$ cat src/rtl/mc_arb_pkg.sv
// mc_arb_pkg: shared constants, FSM state type and one-hot helper for mc_share_arbiter
package mc_arb_pkg;
  localparam int MC_W = 4;
  typedef enum logic {IDLE, CMP} state_t;
  function automatic logic [7:0] onehot(input logic [2:0] id);
    return 8'b1 << id;
  endfunction
endpackage

$ cat src/rtl/four_bit_mc_df.sv
// four_bit_mc_df: 4-bit unsigned magnitude comparator, dataflow style
module four_bit_mc_df (
  input  logic [3:0] a,
  input  logic [3:0] b,
  output logic       gt,
  output logic       eq,
  output logic       lt
);
  assign gt = a > b;
  assign eq = a == b;
  assign lt = a < b;
endmodule

$ cat src/rtl/rr_arbiter.sv
// rr_arbiter: combinational winner select; round-robin from rr_ptr+1, or fixed lowest-index priority when MC_ARB_FIXED_PRIO_EN is defined
module rr_arbiter #(
  parameter int N_REQ = 4,
  parameter int ID_W  = $clog2(N_REQ)
) (
  input  logic [N_REQ-1:0] req,
  input  logic [ID_W-1:0]  rr_ptr,
  output logic             any_req,
  output logic [ID_W-1:0]  winner
);
  logic [ID_W-1:0] w_idx;
  assign any_req = |req;
  // scan from the lowest-priority candidate up so the highest-priority requester is written last
  always_comb begin
    winner = '0;
    w_idx  = '0;
`ifdef MC_ARB_FIXED_PRIO_EN
    for (int i = N_REQ - 1; i >= 0; i--) if (req[i]) winner = ID_W'(i);
`else
    for (int k = N_REQ; k >= 1; k--) begin
      w_idx = ID_W'((int'(rr_ptr) + k) % N_REQ);
      if (req[w_idx]) winner = w_idx;
    end
`endif
  end
endmodule

$ cat src/rtl/mc_share_arbiter.sv
// mc_share_arbiter: shares one four_bit_mc_df among N_REQ req/ack clients; MC_ARB_FIXED_PRIO_EN selects fixed priority
module mc_share_arbiter
  import mc_arb_pkg::*;
#(
  parameter  int N_REQ = 4,
  localparam int ID_W  = $clog2(N_REQ)
) (
  input  logic               clk,
  input  logic               rst,
  input  logic [N_REQ-1:0]   req,
  input  logic [4*N_REQ-1:0] a_bus,
  input  logic [4*N_REQ-1:0] b_bus,
  output logic [N_REQ-1:0]   ack,
  output logic               busy,
  output logic               resp_valid,
  output logic [ID_W-1:0]    resp_id,
  output logic               resp_gt,
  output logic               resp_eq,
  output logic               resp_lt
);
  state_t            r_state, w_next;
  logic [MC_W-1:0]   r_op_a, r_op_b;
  logic [ID_W-1:0]   r_gnt, r_rr_ptr, r_id, w_win;
  logic [N_REQ-1:0]  r_ack;
  logic              r_busy, r_valid, r_gt, r_eq, r_lt;
  logic              w_any, w_gt, w_eq, w_lt;
  rr_arbiter #(.N_REQ(N_REQ), .ID_W(ID_W)) u_arb (
    .req(req), .rr_ptr(r_rr_ptr), .any_req(w_any), .winner(w_win)
  );
  four_bit_mc_df u_cmp (.a(r_op_a), .b(r_op_b), .gt(w_gt), .eq(w_eq), .lt(w_lt));
  // state register
  always_ff @(posedge clk) r_state <= rst ? IDLE : w_next;
  // a grant always takes exactly one compare cycle
  always_comb w_next = (r_state == IDLE && w_any) ? CMP : IDLE;
  // grant capture in IDLE, result registration in CMP
  always_ff @(posedge clk) begin
    if (rst) begin
      r_ack    <= '0;
      r_busy   <= 1'b0;
      r_valid  <= 1'b0;
      r_id     <= '0;
      r_gt     <= 1'b0;
      r_eq     <= 1'b0;
      r_lt     <= 1'b0;
      r_op_a   <= '0;
      r_op_b   <= '0;
      r_gnt    <= '0;
      r_rr_ptr <= ID_W'(N_REQ - 1);
    end else if (r_state == IDLE) begin
      r_valid <= 1'b0;
      r_ack   <= w_any ? N_REQ'(onehot(3'(w_win))) : '0;
      r_busy  <= w_any;
      if (w_any) begin
        r_op_a <= a_bus[{w_win, 2'b00} +: MC_W];
        r_op_b <= b_bus[{w_win, 2'b00} +: MC_W];
        r_gnt  <= w_win;
`ifndef MC_ARB_FIXED_PRIO_EN
        r_rr_ptr <= w_win;
`endif
      end
    end else begin
      r_ack   <= '0;
      r_busy  <= 1'b0;
      r_valid <= 1'b1;
      r_id    <= r_gnt;
      r_gt    <= w_gt;
      r_eq    <= w_eq;
      r_lt    <= w_lt;
    end
  end
  assign ack        = r_ack;
  assign busy       = r_busy;
  assign resp_valid = r_valid;
  assign resp_id    = r_id;
  assign resp_gt    = r_gt;
  assign resp_eq    = r_eq;
  assign resp_lt    = r_lt;
endmodule

$ cat config.mk
export PLATFORM = sky130hd
export DESIGN_NAME = mc_share_arbiter
export DESIGN_NICKNAME = d
export VERILOG_FILES = /design/src/rtl/mc_arb_pkg.sv /design/src/rtl/four_bit_mc_df.sv /design/src/rtl/rr_arbiter.sv /design/src/rtl/mc_share_arbiter.sv
export SDC_FILE = /design/constraint.sdc
export NUM_CORES = 1
export LEC_CHECK = 0
export BUFFER_PORTS_ARGS = -buffer_cell sky130_fd_sc_hd__buf_2
export CAP_MARGIN = 10
export CORE_UTILIZATION = 35
export CTS_CLUSTER_DIAMETER = 40
export CTS_CLUSTER_SIZE = 10
export DETAILED_ROUTE_END_ITERATION = 6
export GPL_TIMING_DRIVEN = 0
export SKIP_LAST_GASP = 1
export SYNTH_ARGS = -nofsm -noshare
export SYNTH_HDL_FRONTEND = slang
export SYNTH_SLANG_ARGS = --single-unit
export TNS_END_PERCENT = 100
$ cat constraint.sdc
create_clock -name clk -period 4.6 [get_ports clk]
set_input_delay 0.69 -clock clk [delete_from_list [all_inputs] [get_ports clk]]
set_output_delay 0.69 -clock clk [all_outputs]
set_load 0.005 [all_outputs]
==> results of run 1 <==
## worst min-delay path by stage
stage                                  to  slack [ns]  cells past startpoint
global placement    r_gnt[1]$_SDFFE_PP0P_        0.44                      2
detailed placement  r_gnt[1]$_SDFFE_PP0P_        0.44                      2
floorplan           r_gnt[1]$_SDFFE_PP0P_        0.42                      2
global route        r_gnt[1]$_SDFFE_PP0P_        0.48                      2
finish              r_gnt[1]$_SDFFE_PP0P_        0.46                      2
CTS                 r_gnt[1]$_SDFFE_PP0P_        0.46                      2
## through the flow
stage	total power, uW	worst slack (ns)	area [um2]	cells	utilization
CTS	476	2.59	1450	212	0.475
detailed placement	388	2.29	1430	209	0.468
finish	471	2.67	1450	212	0.475
global route	505	2.39	1450	212	0.475
floorplan	341	2.78	1130	117	-
global placement	383	2.33	1430	209	0.468
## worst min-delay path: cells and delay by family (launching register included)
kind             cells  cell delay, ns
AND/OR/NAND/NOR      2            0.09
flip-flops           1            0.34
## layout by cell type, fill, tap and decap left out
| cell | count |
|---|---|
| a211oi_1 | 1 |
| o21ai_1 | 1 |
| o221a_2 | 1 |
| a21oi_1 | 2 |
| mux2i_1 | 18 |
| nor2_1 | 11 |
| buf_2 | 48 |
| o221ai_1 | 9 |
| a211oi_4 | 1 |
| a41oi_1 | 1 |
| ha_1 | 4 |
| nor3_1 | 4 |
| nand2_1 | 11 |
| clkbuf_1 | 2 |
| and3_1 | 2 |
| nor4_1 | 1 |
| o21ai_0 | 1 |
| nand2_2 | 2 |
| clkbuf_4 | 3 |
| buf_6 | 1 |
| o31a_1 | 1 |
| nor2b_1 | 2 |
| nand2b_1 | 3 |
| a21oi_2 | 1 |
| dfxtp_1 | 24 |
| or2_1 | 1 |
| o31ai_1 | 1 |
| o21a_1 | 2 |
| inv_1 | 6 |
| buf_4 | 1 |
| o211ai_1 | 1 |
| or3b_1 | 1 |
## layer usage
layer  up-vias  GRT usage  share of wire
li1        526          -              -
met1       465      0.185           0.43
met2        33      0.287           0.50
met3         4     0.0286          0.056
met4         0     0.0714          0.016
met5         -          0              0
## layout make-up
cell class / count / area (um2)
Buffer: 4 / 26.3
Clock buffer: 3 / 22.5
Fill cell: 322 / 1600
Inverter: 6 / 22.5
Multi-Input combinational cell: 83 / 604
Sequential cell: 24 / 480
Tap cell: 44 / 55.1
Timing Repair Buffer: 48 / 240
## state kept, by name, summed over array words and instances (netlist names)
register,count
ack,4
resp_lt,1
r_op_b,4
r_rr_ptr,2
resp_valid,1
busy,1
r_op_a,4
r_gnt,2
resp_id,2
resp_gt,1
r_state,1
resp_eq,1
## power groups by stage
stage	sequential [uW]	clock (uW)	combinational [uW]
after floorplan	247	0	93.6
after global placement	248	0	135
after detailed placement	249	0	139
after CTS	244	92.3	140
after global routing	248	103	155
final	244	90.5	137
## logic make-up after synthesis
logic type,share of synthesized area
and+or+nand+nor,0.159
DFF,0.424
AOI/OAI and AO/OA,0.171
muxes,0.159
buffers and inverters,0.0430
adders and majority gates,0.0442
==> run_results.csv, run 1 <==
group,metric,value,unit
status,outcome,"finished clean",
floorplan,fp.dieW,58.9,um
timing,timing_hold_violations_final,0,
timing,skew,0.00266,ns
timing,fin_crit_sh,0.421,
logic_synthesis,synth-edff-count,0,
drt,drc,0,
logic_synthesis,yosys-top-cells-count,"dfxtp_1, mux2i_1, nand2_1, nor2_1, o221ai_1",
power_and_ir_drop,power.leakage,0.000699,uW
power_and_ir_drop,p_per_area,325,nW/um2
clock_tree,cts_setup_buffers,0,
floorplan,chipHeight,58.9,um
global_routing,antenna_found_initial,0,
timing,maxSlewViolCount,0,
global_routing,grt_pass1_wl,4.15,mm
power_and_ir_drop,p_seq_frac,0.517,
final_layout,nets,212,
logic_synthesis,synthTopCellsByArea,"dfxtp_1, mux2i_1, o221ai_1",
critical_path,critPathArrivalTime,2.17,ns
clock_tree,numCtsBuffers,3,
critical_path,cp.required,4.84,ns
critical_path,rr_worst_depth,6,
job,maxCapViolCount,0,
clock_tree,cts_tree,"yes",
critical_path,cpLargestDelayFamily,"simple AND/OR/NAND/NOR gates",
logic_synthesis,yosys_warnings,0,
critical_path,r2r_start,"r_rr_ptr[0]$_SDFFE_PP1P_",
critical_path,critical-path-max-stage-delay,0.50,ns
final_layout,num_antenna_cells,0,
logic_synthesis,yosysMostFrequentCell,"dfxtp_1",
critical_path,critPathLaunchType,"primary input",
logic_synthesis,ys.flop_type,"dfxtp_1",
timing,slew_headroom,0.620,
final_layout,synthToLayoutAreaGrowth,28.0,%
logic_synthesis,ys_seq_area_frac,0.424,
critical_path,endpoint_kind,"register",
drt,drt-total-wl,2.50,mm
floorplan,start_util,0.371,
logic_synthesis,syn-cell-area,1130,um2
clock_tree,clk_pin_slew_worst_paths,0.12,ns
power_and_ir_drop,power.internal,332,uW
critical_path,endpoint,"r_op_a[2]$_SDFFE_PP0P_",
power_and_ir_drop,netSwitchingPower,139,uW
drt,via_per_inst,4.85,
placement,dp_hpwl,1.95,mm
critical_path,cp.depth,6,
critical_path,cp.buffers_inverters,1,
clock_tree,root_buffer,"clkbuf_4",
timing,min_period,1.93,ns
floorplan,io_pins,49,
critical_path,reg2reg_to,"r_op_a[2]$_SDFFE_PP0P_",
floorplan,row_count,20,
critical_path,worstSetupPathType,"in2reg",
clock_tree,clk-insertion-delay-late,0.31,ns
critical_path,cp_cell_sequence,"buf_2, nor4_1, nor2_1, nor2_1, nand2_1, o221ai_1",
floorplan,die_area,3470,um2
critical_path,cp_max_fo,8,
placement,place.gp.congestion,0.742,
min_path,hold_path_startpoint,"r_gnt[1]$_SDFFE_PP0P_",
final_layout,layout-drive-gt1-share,0.345,
global_routing,grt-ovfl-total,0,
placement,io_buffer_count,48,
logic_synthesis,syn_nets,159,
logic_synthesis,ys_types,30,
min_path,min_path_type,"reg2reg",
clock_tree,h-tree-depth,1,
drt,first_pass_iters,3,
clock_tree,clock_sinks,24,
timing,fin_setup_tns,0,ns
timing,timing.fmax,0.517,GHz
timing,rsz0062_at_grt,"no",
logic_synthesis,async_reset_ff_frac,0,
power_and_ir_drop,clockPowerShare,0.192,
clock_tree,ctsResizeCount,0,
logic_synthesis,syn_area_per_cell,9.69,um2
drt,dr.first_iter.drc_count,36,
logic_synthesis,ys_ff_latch,24,
logic_synthesis,syn_inst,117,
timing,setup_viol,0,
drt,ant_nets,0,
power_and_ir_drop,swShare,0.296,
timing,worst_pin_slew,0.566,ns
clock_tree,clock_path_buffers,2,
timing,fin_hold_ws,0.456,ns
drt,wire_per_inst,11.8,um
global_routing,grt_max_degree,13,
floorplan,core,3050,um2
critical_path,r2r_slack,2.88,ns
power_and_ir_drop,vdd_drop_max,141,uV
global_routing,grt_pass1_vias,989,
critical_path,path_common_cell,"nor2_1",
logic_synthesis,synth_top_area_cell,"dfxtp_1",
critical_path,crit_start,"req[1]",
logic_synthesis,yosys.area.top_type_share,0.424,
global_routing,grt_usage,0.160,
drt,via_count,1028,
power_and_ir_drop,share_comb_of_total_power,0.290,
clock_tree,cts_hold_buf,0,
critical_path,cpMaxStageDelayCell,"nor4_1",
(Power assumes the default switching activity.)
==> inputs of run 2 (changes only) <==
- clock period: 4.6 -> 1.7 ns (I/O delays scaled with it)
==> run 2 against run 1 <==
Flip-flop and latch count unchanged; sequential share of layout area down 0.86 points; count of clock-buffer cells in the layout unchanged; worst setup slack worse by 2.6 ns; combinational power rose to 2.9 times the previous value; sequential power rose to 2.7 times the previous value; critical path type is now reg2reg.
==> run_results.csv, run 2 (same netlist as run 1, synthesis figures left out) <==
group,metric,value,unit
global_routing,grt_max_degree,13,
critical_path,cp.required,1.90,ns
final_layout,post-route-util,0.489,
critical_path,critPathArrivalTime,1.82,ns
global_routing,antenna_found_initial,0,
timing,timing_hold_violations_final,0,
drt,drt-total-wl,2.62,mm
drt,drc,0,
timing,worst_pin_slew,0.608,ns
clock_tree,cts_tree,"yes",
drt,wire_per_inst,12.1,um
power_and_ir_drop,swShare,0.300,
critical_path,critPathLaunchType,"register",
clock_tree,clock_path_buffers,2,
global_routing,grt-ovfl-total,0,
clock_tree,h-tree-depth,1,
timing,worst_slack,0.0850,ns
final_layout,num_antenna_cells,0,
timing,timing.fmax,0.619,GHz
power_and_ir_drop,share_comb_of_total_power,0.306,
floorplan,row_count,20,
power_and_ir_drop,clockPowerShare,0.191,
power_and_ir_drop,vdd_drop_max,383,uV
placement,dpl_worst_slack,-0.179,ns
final_layout,synthToLayoutAreaGrowth,31.8,%
clock_tree,root_buffer,"clkbuf_4",
final_layout,nets,216,
drt,via_per_inst,4.92,
floorplan,fp.dieW,58.9,um
final_layout,nFillCells,316,
drt,ant_nets,0,
clock_tree,clock_sinks,24,
global_routing,grt_usage,0.162,
final_layout,layout-drive-gt1-share,0.378,
placement,io_buffer_count,48,
critical_path,worstSetupPathType,"reg2reg",
floorplan,die_area,3470,um2
critical_path,endpoint_kind,"register",
floorplan,start_util,0.371,
power_and_ir_drop,power.internal,919,uW
timing,min_period,1.61,ns
min_path,min_path_type,"in2reg",
timing,fin_hold_ws,0.197,ns
power_and_ir_drop,p_per_area,879,nW/um2
placement,dp_hpwl,1.95,mm
critical_path,cp_max_fo,5,
global_routing,grt_pass1_vias,999,
floorplan,chipHeight,58.9,um
timing,slew_headroom,0.591,
drt,first_pass_iters,4,
clock_tree,clk_pin_slew_worst_paths,0.13,ns
power_and_ir_drop,p_seq_frac,0.504,
drt,dr.first_iter.drc_count,32,
floorplan,core,3050,um2
placement,place.gp.congestion,0.742,
global_routing,grt_pass1_wl,4.20,mm
timing,maxSlewViolCount,0,
clock_tree,clk-insertion-delay-late,0.31,ns
timing,skew,0.00540,ns
final_layout,final_cells,216,
floorplan,io_pins,49,
timing,setup_viol,0,
timing,rsz0062_at_grt,"no",
power_and_ir_drop,netSwitchingPower,394,uW
drt,via_count,1062,
placement,placed_cells,209,
final_layout,final_common_cell,"buf_2",
final_layout,final_cell_mix,"buf_2, dfxtp_1, mux2i_1, nand2_1, nor2_1",
job,maxCapViolCount,0,
timing,fin_crit_sh,0.950,
power_and_ir_drop,power.leakage,0.000719,uW
status,outcome,"finished clean",
clock_tree,numCtsBuffers,3,
[run 2: cell count changes in the layout (fill, tap and decap cells not counted)]
cell,previous run,this run
clkbuf_4,3,4
buf_4,1,3
nor3_1,4,3
nor2_2,0,1
buf_6,1,2
nor3_2,0,1
nor2_1,11,10
dfxtp_1,24,23
dfxtp_2,0,1
[run 2: final timing paths]
| check | depth (start not counted) | endpoint | slack [ns] | startpoint |
|---|---|---|---|---|
| worst max-delay path | 7 | r_op_a[3]$_SDFFE_PP0P_ | 0.09 | r_rr_ptr[0]$_SDFFE_PP1P_ |
| worst min-delay path | 2 | busy$_SDFF_PP0_ | 0.20 | rst |
| worst max register to register | 7 | r_op_a[3]$_SDFFE_PP0P_ | 0.09 | r_rr_ptr[0]$_SDFFE_PP1P_ |
| worst min register to register | 2 | r_gnt[1]$_SDFFE_PP0P_ | 0.46 | r_gnt[1]$_SDFFE_PP0P_ |
[run 2: power groups by stage]
stage | registers [uW] | logic, uW | clock network (uW)
2_1_floorplan | 669 | 253 | 0
3_3_place_gp | 671 | 366 | 0
3_5_place_dp | 674 | 375 | 0
4_1_cts | 661 | 390 | 250
5_1_grt | 671 | 449 | 278
6_report | 661 | 401 | 251
[run 2: final cells by class]
type	instances	area [um2]	share of cell area
Multi-Input combinational cell	83	612	0.410
Sequential cell	24	482	0.322
Timing Repair Buffer	52	270	0.181
Tap cell	44	55.1	0.0369
Buffer	4	30.0	0.0201
Clock buffer	3	22.5	0.0151
Inverter	6	22.5	0.0151
[run 2: metrics by stage]
step	total power [uW]	area, um2	setup TNS, ns
6_report	1310	1490	0
5_1_grt	1400	1490	0
4_1_cts	1300	1470	0
3_5_place_dp	1050	1430	-1.32
3_3_place_gp	1040	1430	-0.994
2_1_floorplan	922	1130	0
[run 2: what timing repair did]
item                                    in CTS  in global routing
pin swaps                                    1                  1
gates cloned                                 0                  1
endpoints found under the setup margin       4                 10
gates resized for setup                      1                  4
setup buffers                                2                  1
hold buffers                                 0                  0
[run 2: critical path, cell delays in order, from the launching register on]
cell,delay [ns]
dfxtp_2,0.36
nand2b_1,0.12
o21ai_1,0.10
a211oi_4,0.19
buf_4,0.17
clkbuf_4,0.21
mux2i_1,0.22
o221ai_1,0.14
[run 2: per-layer routing]
metal,global-route usage,share of wire
met5,0,0
met4,0.0714,0.015
met3,0.0286,0.053
met2,0.297,0.50
met1,0.182,0.43
